===== config.mk =====
export PLATFORM = sky130hd
export DESIGN_NAME = operand_entry
export DESIGN_NICKNAME = d
export VERILOG_FILES = /design/src/rtl/calc_pkg.sv /design/src/rtl/digit_accumulator.sv /design/src/rtl/operand_entry.sv
export SDC_FILE = /design/constraint.sdc
export NUM_CORES = 1
export LEC_CHECK = 0
export CORE_ASPECT_RATIO = 1.5
export CORE_MARGIN = 2
export CORE_UTILIZATION = 30
export DETAILED_ROUTE_END_ITERATION = 8
export HOLD_SLACK_MARGIN = 0.1
export PLACE_DENSITY_LB_ADDON = 0.1
export SLEW_MARGIN = 20
export SYNTH_ARGS = -nofsm -noshare
export SYNTH_HDL_FRONTEND = slang
export SYNTH_SLANG_ARGS = --single-unit

===== constraint.sdc =====
create_clock -name clk -period 4.3 [get_ports clk]
set_input_delay 0.86 -clock clk [delete_from_list [all_inputs] [get_ports clk]]
set_output_delay 0.86 -clock clk [all_outputs]
set_load 0.03 [all_outputs]

===== src/rtl/calc_pkg.sv =====
`default_nettype none
// ============================================================================
// Module      : calc_pkg
// Description : Key codes, ALU op encoding and entry states shared by the
//               keypad decoder, operand entry sequencer and ALU.
// Revision    : 1.0 - initial release
// ============================================================================
package calc_pkg;

    localparam logic [3:0] KEY_ADD    = 4'd10;
    localparam logic [3:0] KEY_SUB    = 4'd11;
    localparam logic [3:0] KEY_MUL    = 4'd12;
    localparam logic [3:0] KEY_DIV    = 4'd13;
    localparam logic [3:0] KEY_EQUALS = 4'd14;
    localparam logic [3:0] KEY_CLEAR  = 4'd15;

    localparam logic [1:0] OP_ADD = 2'b00;
    localparam logic [1:0] OP_SUB = 2'b01;
    localparam logic [1:0] OP_MUL = 2'b10;
    localparam logic [1:0] OP_DIV = 2'b11;

    typedef enum logic [1:0] {
        S_A     = 2'd0,
        S_B     = 2'd1,
        S_ISSUE = 2'd2,
        S_DONE  = 2'd3
    } state_t;

    function automatic logic is_digit(input logic [3:0] code);
        return code <= 4'd9;
    endfunction

    function automatic logic is_operator(input logic [3:0] code);
        return (code >= KEY_ADD) && (code <= KEY_DIV);
    endfunction

    // Operator keys are contiguous, so the op is the offset from KEY_ADD.
    function automatic logic [1:0] key_to_op(input logic [3:0] code);
        logic [3:0] w_diff;
        w_diff = code - KEY_ADD;
        return w_diff[1:0];
    endfunction

endpackage
`default_nettype wire


===== src/rtl/digit_accumulator.sv =====
`default_nettype none
// ============================================================================
// Module      : digit_accumulator
// Description : Decimal entry register: value = value*10 + digit, bounded to
//               MAX_DIGITS digits. Exposes next-cycle value for registered
//               consumers.
// Revision    : 1.0 - initial release
// ============================================================================
module digit_accumulator #(
    parameter int WIDTH      = 16,
    parameter int MAX_DIGITS = 4,
    parameter int CNT_W      = $clog2(MAX_DIGITS + 1)
) (
    input  logic             clk,
    input  logic             reset,
    input  logic [3:0]       i_digit,
    input  logic             i_load,
    input  logic             i_start,
    input  logic             i_clear,
    output logic [WIDTH-1:0] o_value,
    output logic [CNT_W-1:0] o_count,
    output logic             o_full,
    output logic [WIDTH-1:0] o_value_next,
    output logic [CNT_W-1:0] o_count_next
);
    localparam logic [WIDTH+3:0] c_TEN  = (WIDTH + 4)'(10);
    localparam logic [CNT_W-1:0] c_FULL = CNT_W'(MAX_DIGITS);
    localparam logic [CNT_W-1:0] c_ONE  = CNT_W'(1);

    logic [WIDTH-1:0] r_value;
    logic [CNT_W-1:0] r_count;
    logic [WIDTH+3:0] w_ext;

    assign w_ext = ({4'b0000, r_value} * c_TEN) + (WIDTH + 4)'(i_digit);

    always_comb begin
        o_value_next = r_value;
        o_count_next = r_count;
        if (i_clear) begin
            o_value_next = '0;
            o_count_next = '0;
        end else if (i_start) begin
            o_value_next = WIDTH'(i_digit);
            o_count_next = c_ONE;
        end else if (i_load && !o_full) begin
            o_value_next = w_ext[WIDTH-1:0];
            o_count_next = r_count + c_ONE;
        end
    end

    always_ff @(posedge clk) begin
        if (reset) begin
            r_value <= '0;
            r_count <= '0;
        end else begin
            r_value <= o_value_next;
            r_count <= o_count_next;
        end
    end

    assign o_value = r_value;
    assign o_count = r_count;
    assign o_full  = (r_count == c_FULL);

endmodule
`default_nettype wire


===== src/rtl/operand_entry.sv =====
`default_nettype none
// ============================================================================
// Module      : operand_entry
// Description : Turns decoded key codes into two decimal operands and an
//               operator, issues them to the ALU over valid/ready.
// Revision    : 1.0 - initial release
// ============================================================================
module operand_entry
    import calc_pkg::*;
#(
    parameter int WIDTH      = 16,
    parameter int MAX_DIGITS = 4
) (
    input  logic             clk,
    input  logic             reset,
    input  logic             key_valid,
    input  logic [3:0]       key_code,
    output logic             key_ready,
    output logic [WIDTH-1:0] operand_a,
    output logic [WIDTH-1:0] operand_b,
    output logic [1:0]       op,
    output logic             calc_valid,
    input  logic             calc_ready,
    output logic [WIDTH-1:0] display_value,
    output logic             entry_error
);
    localparam int CNT_W = $clog2(MAX_DIGITS + 1);

    state_t           r_state, w_state_next;
    logic             r_key_ready, r_calc_valid, r_entry_error;
    logic [1:0]       r_op, w_op_next;
    logic [WIDTH-1:0] r_display, w_display_next;
    logic             w_key, w_error, w_digit, w_oper;
    logic             w_a_load, w_a_start, w_a_clear, w_a_full;
    logic             w_b_load, w_b_clear, w_b_full;
    logic [WIDTH-1:0] w_a_value, w_a_value_next, w_b_value, w_b_value_next;
    logic [CNT_W-1:0] w_a_count, w_a_count_next, w_b_count, w_b_count_next;
    logic             w_unused;

    assign w_key    = key_valid && r_key_ready;
    assign w_digit  = is_digit(key_code);
    assign w_oper   = is_operator(key_code);
    assign w_unused = ^{w_a_count, w_a_count_next};

    digit_accumulator #(.WIDTH(WIDTH), .MAX_DIGITS(MAX_DIGITS)) u_acc_a (
        .clk(clk), .reset(reset), .i_digit(key_code),
        .i_load(w_a_load), .i_start(w_a_start), .i_clear(w_a_clear),
        .o_value(w_a_value), .o_count(w_a_count), .o_full(w_a_full),
        .o_value_next(w_a_value_next), .o_count_next(w_a_count_next)
    );

    digit_accumulator #(.WIDTH(WIDTH), .MAX_DIGITS(MAX_DIGITS)) u_acc_b (
        .clk(clk), .reset(reset), .i_digit(key_code),
        .i_load(w_b_load), .i_start(1'b0), .i_clear(w_b_clear),
        .o_value(w_b_value), .o_count(w_b_count), .o_full(w_b_full),
        .o_value_next(w_b_value_next), .o_count_next(w_b_count_next)
    );

    always_ff @(posedge clk) begin
        if (reset) r_state <= S_A;
        else       r_state <= w_state_next;
    end

    always_comb begin
        w_state_next = r_state;
        w_op_next    = r_op;
        w_error      = 1'b0;
        w_a_load     = 1'b0;
        w_a_start    = 1'b0;
        w_a_clear    = 1'b0;
        w_b_load     = 1'b0;
        w_b_clear    = 1'b0;
        case (r_state)
            S_A: if (w_key) begin
                if (w_digit) begin
                    w_a_load = 1'b1;
                    w_error  = w_a_full;
                end else if (w_oper) begin
                    w_op_next    = key_to_op(key_code);
                    w_b_clear    = 1'b1;
                    w_state_next = S_B;
                end else if (key_code == KEY_EQUALS) begin
                    w_error = 1'b1;
                end else begin
                    w_a_clear = 1'b1;
                end
            end
            S_B: if (w_key) begin
                if (w_digit) begin
                    w_b_load = 1'b1;
                    w_error  = w_b_full;
                end else if (w_oper) begin
                    // An operator may be swapped only before B has any digits.
                    if (w_b_count == '0) w_op_next = key_to_op(key_code);
                    else                 w_error   = 1'b1;
                end else if (key_code == KEY_EQUALS) begin
                    if (w_b_count != '0) w_state_next = S_ISSUE;
                    else                 w_error      = 1'b1;
                end else begin
                    w_a_clear    = 1'b1;
                    w_b_clear    = 1'b1;
                    w_op_next    = OP_ADD;
                    w_state_next = S_A;
                end
            end
            S_ISSUE: begin
                if (r_calc_valid && calc_ready) w_state_next = S_DONE;
            end
            S_DONE: if (w_key) begin
                if (w_digit) begin
                    w_a_start    = 1'b1;
                    w_b_clear    = 1'b1;
                    w_state_next = S_A;
                end else if (key_code == KEY_CLEAR) begin
                    w_a_clear    = 1'b1;
                    w_b_clear    = 1'b1;
                    w_op_next    = OP_ADD;
                    w_state_next = S_A;
                end else begin
                    w_error = 1'b1;
                end
            end
            default: w_state_next = S_A;
        endcase
    end

    // Display is registered from next-cycle values so it tracks the key edge.
    always_comb begin
        w_display_next = w_b_value_next;
        case (w_state_next)
            S_A:     w_display_next = w_a_value_next;
            S_B:     w_display_next = (w_b_count_next != '0) ? w_b_value_next
                                                             : w_a_value_next;
            default: w_display_next = w_b_value_next;
        endcase
    end

    always_ff @(posedge clk) begin
        if (reset) begin
            r_op          <= OP_ADD;
            r_calc_valid  <= 1'b0;
            r_key_ready   <= 1'b1;
            r_entry_error <= 1'b0;
            r_display     <= '0;
        end else begin
            r_op          <= w_op_next;
            r_calc_valid  <= (w_state_next == S_ISSUE);
            r_key_ready   <= (w_state_next != S_ISSUE);
            r_entry_error <= w_error;
            r_display     <= w_display_next;
        end
    end

    assign key_ready     = r_key_ready;
    assign calc_valid    = r_calc_valid;
    assign entry_error   = r_entry_error;
    assign op            = r_op;
    assign operand_a     = w_a_value;
    assign operand_b     = w_b_value;
    assign display_value = r_display;

endmodule
`default_nettype wire

## Yosys cells after proc, flatten, opt, wreduce, memory -nomap -nowiden

Cells that the tools add are included.

| operators by class | value |
|---|---|
| $add $sub $neg | 5 |
| multipliers | 2 |
| order comparisons | 3 |
| equal/unequal tests | 20 |
| mux-type cells | 69 |
| reductions and logical operators | 18 |

Operator list:

| kind | number |
|---|---|
| $mux 16 | 6 |
| $mux 2 | 23 |
| $add 16x4->16 | 2 |
| $mul 16x3->15 const B | 2 |
| $mux 1 | 32 |
| $pmux 16 s2 | 1 |
| $ne 2x2->1 const B | 9 |
| $reduce_and 11->1 | 1 |
| $reduce_bool 3->1 | 3 |
| $eq 4x4->1 const B | 2 |
| $le 4x4->1 const B | 2 |
| $pmux 2 s4 | 1 |
| $add 3x1->3 const B | 2 |
| $eq 2x2->1 const B | 3 |
| $eq 3x3->1 const B | 2 |
| $mux 3 | 2 |
| $ne 3x3->1 const B | 2 |
| $pmux 1 s3 | 2 |
| $pmux 2 s3 | 1 |
| $logic_and 1x1->1 | 5 |
| $eq 2x1->1 const B | 2 |
| $ge 4x4->1 const B | 1 |
| $logic_not 2->1 | 2 |
| $reduce_or 2->1 | 2 |
| 6 further kinds | 7 |

| word-level totals | value |
|---|---|
| register bits after elaboration | 61 |
| bits of input ports | 8 |
| output and inout bits | 53 |

## Depth between registers and ports, before layout

| depth | value |
|---|---|
| depth after elaboration | 10 |
| gate-level depth with buffers | 13 |
| depth with buffers taken out | 12 |

## By module

A second synthesis with hierarchy kept.

| unflattened totals | value |
|---|---|
| cells, all modules | 623 |
| area total of the unflattened synthesis | 5206.2 µm² |

By module, submodules not included:

| module | instances | cells an instance | area an instance (µm²) |
|---|---|---|---|
| digit_accumulator (u_acc_a) | 1 | 237 | 1990.7 |
| digit_accumulator (u_acc_b) | 1 | 235 | 1863.0 |
| operand_entry | 1 | 151 | 1352.5 |

## Worst setup path after synthesis

Ideal clock, no wire load.

| path | value |
|---|---|
| path kind | register to register |
| start point | reg u_acc_a.r_value[1] (netlist: u_acc_a.o_value[1]) |
| end point | reg u_acc_a.r_value[15] (netlist: u_acc_a.o_value[15]) |
| arrival time | 3233 ps |
| required time | 4222 ps |
| slack | 989 ps |
| cell stages (with the launch flop) | 12 |
| period minus slack after synthesis | 3311 ps |
| path through | dfxtp_1 ha_1 ha_1 fa_1 a211oi_1 o211ai_1 a2111oi_0 nor3_1 nor4_1 xnor3_1 and2_1 nor3_1 |

| between the ends | value |
|---|---|
| longest elaborated chain between the ends | 5 |

Ends and longest elaborated chain:

| what | line | text |
|---|---|---|
| start, declared | digit_accumulator.sv:30 | `logic [WIDTH-1:0] r_value;` |
| start signal, assigned | digit_accumulator.sv:56 | `r_value <= o_value_next;` |
| $mul 16x3->15 | digit_accumulator.sv:34 | `assign w_ext = ({4'b0000, r_value} * c_TEN) + (WIDTH + 4)'(i_digit);` |
| $add 16x4->16 | digit_accumulator.sv:34 |  |
| $mux 16 | digit_accumulator.sv:45 | `end else if (i_load && !o_full) begin` |
| $mux 16 | digit_accumulator.sv:42 | `end else if (i_start) begin` |
| $mux 16 | digit_accumulator.sv:39 | `if (i_clear) begin` |

No other way between the ends.
A chain may end at the register's enable or synchronous reset.

## Final worst setup path

| path | value |
|---|---|
| start point | in key_code[1] |
| end point | reg r_display[13] (netlist: display_value[13]) |

| between the ends | value |
|---|---|
| longest elaborated chain between the ends | 10 |

Ends and longest elaborated chain:

| what | line | text |
|---|---|---|
| start, declared | operand_entry.sv:17 | `input logic [3:0] key_code,` |
| $ge 4x4->1, or another cell as far along | calc_pkg.sv:34 | `return (code >= KEY_ADD) && (code <= KEY_DIV);` |
| $logic_and 1x1->1, or another cell as far along | calc_pkg.sv:34 |  |
| $mux 1 (on tied branches) | operand_entry.sv:78, operand_entry.sv:74 |  |
| $mux 1 (on tied branches) | operand_entry.sv:89, operand_entry.sv:73, operand_entry.sv:75 |  |
| $mux 1, or another cell as far along | operand_entry.sv:88 | `S_B: if (w_key) begin` |
| $pmux 1 s3, or another cell as far along | operand_entry.sv:73 | `case (r_state)` |
| $mux 3 or $mux 16 (tied branches) | digit_accumulator.sv:39, digit_accumulator.sv:42 |  |
| $reduce_bool 3->1 or $mux 16 (tied branches) | operand_entry.sv:132, digit_accumulator.sv:39 |  |
| $mux 16 | operand_entry.sv:132 | `S_B: w_display_next = (w_b_count_next != '0) ? w_b_value_next` |
| $pmux 16 s2 (*) | operand_entry.sv:130 | `case (w_state_next)` |
| end signal, assigned | operand_entry.sv:150 | `r_display <= w_display_next;` |
| end, declared | operand_entry.sv:32 | `logic [WIDTH-1:0] r_display, w_display_next;` |

Every way passes the cells marked *; elsewhere a longest branch is shown, timed or not.

==> results.py <==
metrics = {
    "clock_network": {
        "htree_levels": 3,
        "cts.path.max_buffers": 2,
        "cts_sinks": 61,
        "clock_latency_ns": 0.32,
        "postCtsHoldBufs": 0,
        "cts_inserted_buffers": 9,
        "clockRootBuffer": "clkbuf_16",
        "cts_tree": "yes",
        "cts.reportedPaths.clkPinSlew_ns": 0.05,
        "cts_setup_buffers": 0,
        "cts.repair.resized": 0,
    },
    "die": {
        "rows": 57,
        "die-area_um2": 17460,
        "initial_utilization": 0.3052,
        "core-area_um2": 16120,
        "die_w_um": 108.6,
        "io_pins": 61,
        "die_h_um": 160.8,
    },
    "logic_synthesis": {
        "yosysMostFrequentCell": "dfxtp_1",
        "yosys_warnings": 0,
        "synth_top_family_by_area": "compound AO/OA/AOI/OAI gates",
        "yosys.area_share.simple": 0.2063,
        "synth_top_cells_by_count": "dfxtp_1 (61), ha_1 (60), nor2_1 (57)",
        "synth_edf_count": 0,
        "syn_avg_cell_area_um2": 8.410,
        "ys_ff_latch": 61,
        "post-synth-top-area-cell": "dfxtp_1",
        "synth_area_um2": 4920,
        "synth_top_cell_area_share": 0.2482,
        "muxShareOfSynthArea": 0.02340,
        "yosys.area_share.adder": 0.1689,
        "yosys_most_used_dff": "dfxtp_1",
        "ys_seq_area_frac": 0.2482,
        "synth-xor-area-share": 0.06689,
        "ys_async_sr_fraction": 0,
        "synth_nets": 657,
        "synthTopCellsByArea": "dfxtp_1 (25%), ha_1 (15%), nor2_1 (4.3%)",
        "synth_cell_types": 66,
        "netlist_instances": 585,
        "synth_compound_area_frac": 0.2452,
    },
    "power": {
        "power_mw": 2.775,
        "powerDensity_nw_per_um2": 463.1,
        "leakage_nw": 2.562,
        "irDropWorstVdd_mv": 0.1734,
    },
    "final_layout": {
        "multi_input_area_um2": 3501,
        "fin_area_um2": 5993,
        "insertedDiodeCount": 0,
        "fin_util": 0.3718,
        "fin_cells": 849,
        "area_growth_pct": 21.82,
        "regArea_um2": 1221,
        "fill_cells": 1653,
        "final_layout_size_suffix_gt1_frac": 0.06221,
        "nets": 712,
    },
    "sta": {
        "setup_tns_ns": 0,
        "slew_viol_final": 0,
        "rsz0062_at_grt": "false",
        "finalHoldViolCount": 0,
        "slew-limit-headroom": 0.5060,
        "finalCritPeriodShare": 0.8960,
        "finalSetupViolCount": 0,
        "final.min_clock_period_ns": 3.853,
        "max_freq_mhz": 259.6,
        "worst_clock_skew_ns": 0.01333,
        "worstMarginPinSlew_ns": 0.7365,
    },
    "critical_path": {
        "r2r-end": "display_value[15]$_SDFF_PP0_",
        "cp-end-kind": "flip-flop",
        "cp.arrival_ns": 4.06,
        "reg2regPathDepth": 11,
        "reg2reg_slack_ns": 0.75,
        "crit_path_start": "key_code[1]",
        "crit_type": "in2reg",
        "worst_ep_required_time_ns": 4.51,
        "r2r_start": "u_acc_a.o_value[1]$_SDFF_PP0_",
        "crit_fanout": 3,
        "start_kind": "input pin",
    },
    "global_routing": {
        "grt-ovfl-total": 0,
        "grt_max_degree": 26,
        "grt_pass1_wl_mm": 22.85,
        "grt_usage": 0.1646,
        "antenna_found_initial": 0,
        "grt_pass1_vias": 4463,
    },
    "drt": {
        "drt_pass1_iterations": 4,
        "wire_per_inst_um": 15.97,
        "wl_mm": 13.56,
        "drc": 0,
        "vias_per_cell": 5.250,
        "final_antenna_net_count": 0,
        "vias": 4457,
        "drt_iter0_drc": 199,
    },
    "placement": {
        "dp_hpwl_mm": 10.88,
        "gp_congestion": 0.8447,
        "place_area_um2": 5746,
        "dp_cells": 835,
        "io_buffer_count": 60,
    },
    "min_path": {
        "hold_depth": 2,
        "hold_path_end": "op[0]$_SDFFE_PP0P_",
        "holdCritStartpoint": "op[0]$_SDFFE_PP0P_",
        "hp-class": "reg2reg",
    },
    "flow_run": {
        "drv_cap": 0,
    },
    "outcome": {
        "status": "completed",
    },
}
==> layer usage <==
metal | wire length, um | vias up | GRT usage
met3 | 428 | 12 | 0.02597
met4 | 214 | 0 | 0.05128
met5 | 0 | - | 0
met1 | 6090 | 2081 | 0.2061
li1 | - | 2266 | -
met2 | 6824 | 98 | 0.2852
==> power by group <==
group | switching [mW] | internal [mW]
registers | 0.0898 | 0.681
logic | 0.807 | 0.580
clock network | 0.238 | 0.380
==> logic make-up after synthesis <==
family | after synthesis
adders and majority gates | 64
DFF | 61
buffers and inverters | 50
muxes | 11
xor gates and xnor gates | 36
AOI/OAI and AO/OA | 165
and+or+nand+nor | 198
==> layout by cell type (no fill, tap or decap), types with 4 or more instances in the layout <==
cell,instances
dfxtp_1,61
ha_1,60
clkdlybuf4s50_1,60
nor2_1,57
a21oi_1,31
nand2_1,29
inv_1,24
o21ai_0,24
a211oi_1,18
xor2_1,18
xnor2_1,17
nand3_1,16
nor2b_1,14
nor3_1,14
o21a_1,11
a211o_1,10
buf_4,10
and2_1,9
and3_1,9
a21o_1,9
nand4_1,9
clkbuf_16,9
nand2b_1,8
o21ai_1,7
nor3b_1,7
a31oi_1,7
mux2i_1,7
nor4_1,6
o211ai_1,5
o211a_1,4
or3_1,4
nand3b_1,4
mux2_2,4
o2bb2a_1,4
fa_1,4
==> sequential cells by signal (all words and copies together), names as in the netlist <==
name / flops
calc_valid: 1
u_acc_a.o_value: 16
r_state: 2
key_ready: 1
u_acc_a.o_count: 3
u_acc_b.o_value: 16
display_value: 16
entry_error: 1
u_acc_b.o_count: 3
op: 2
==> worst max-delay path by stage <==
stage | endpoint | slack, ns | cells past startpoint
after floorplan | u_acc_a.o_value[15]$_SDFF_PP0_ | 0.99 | 11
after global placement | display_value[13]$_SDFF_PP0_ | 0.23 | 12
after detailed placement | display_value[13]$_SDFF_PP0_ | 0.14 | 12
after CTS | display_value[13]$_SDFF_PP0_ | 0.48 | 12
after global routing | display_value[13]$_SDFF_PP0_ | 0.05 | 12
final | display_value[13]$_SDFF_PP0_ | 0.45 | 12
==> metrics by stage <==
stage	setup slack [ns]	hold slack (ns)
3_5_place_dp	0.1397	0.4713
3_3_place_gp	0.2278	0.4587
5_1_grt	0.04741	0.5094
4_1_cts	0.4829	0.4785
6_report	0.4472	0.4776
2_1_floorplan	0.9889	0.4530
==> worst max-delay path, stage by stage <==
cell and delay [ns]:
clkdlybuf4s50_1 0.57, ha_1 0.21, inv_1 0.06, fa_1 0.37, nor2b_1 0.15, o21ai_0 0.18
a2111oi_0 0.67, nand2_1 0.18, nor4_1 0.30, or4_1 0.16, nand3_1 0.07, mux2_2 0.27
==> final cells by class <==
cell class / instances / share of cell area
Multi-Input combinational cell: 474 / 0.5841
Tap cell: 206 / 0.04301
Timing Repair Buffer: 70 / 0.1127
Inverter: 24 / 0.01503
Clock inverter: 3 / 0.002505
Clock buffer: 11 / 0.03883
Sequential cell: 61 / 0.2038
No activity file was read; power rests on OpenSTA's default activity.
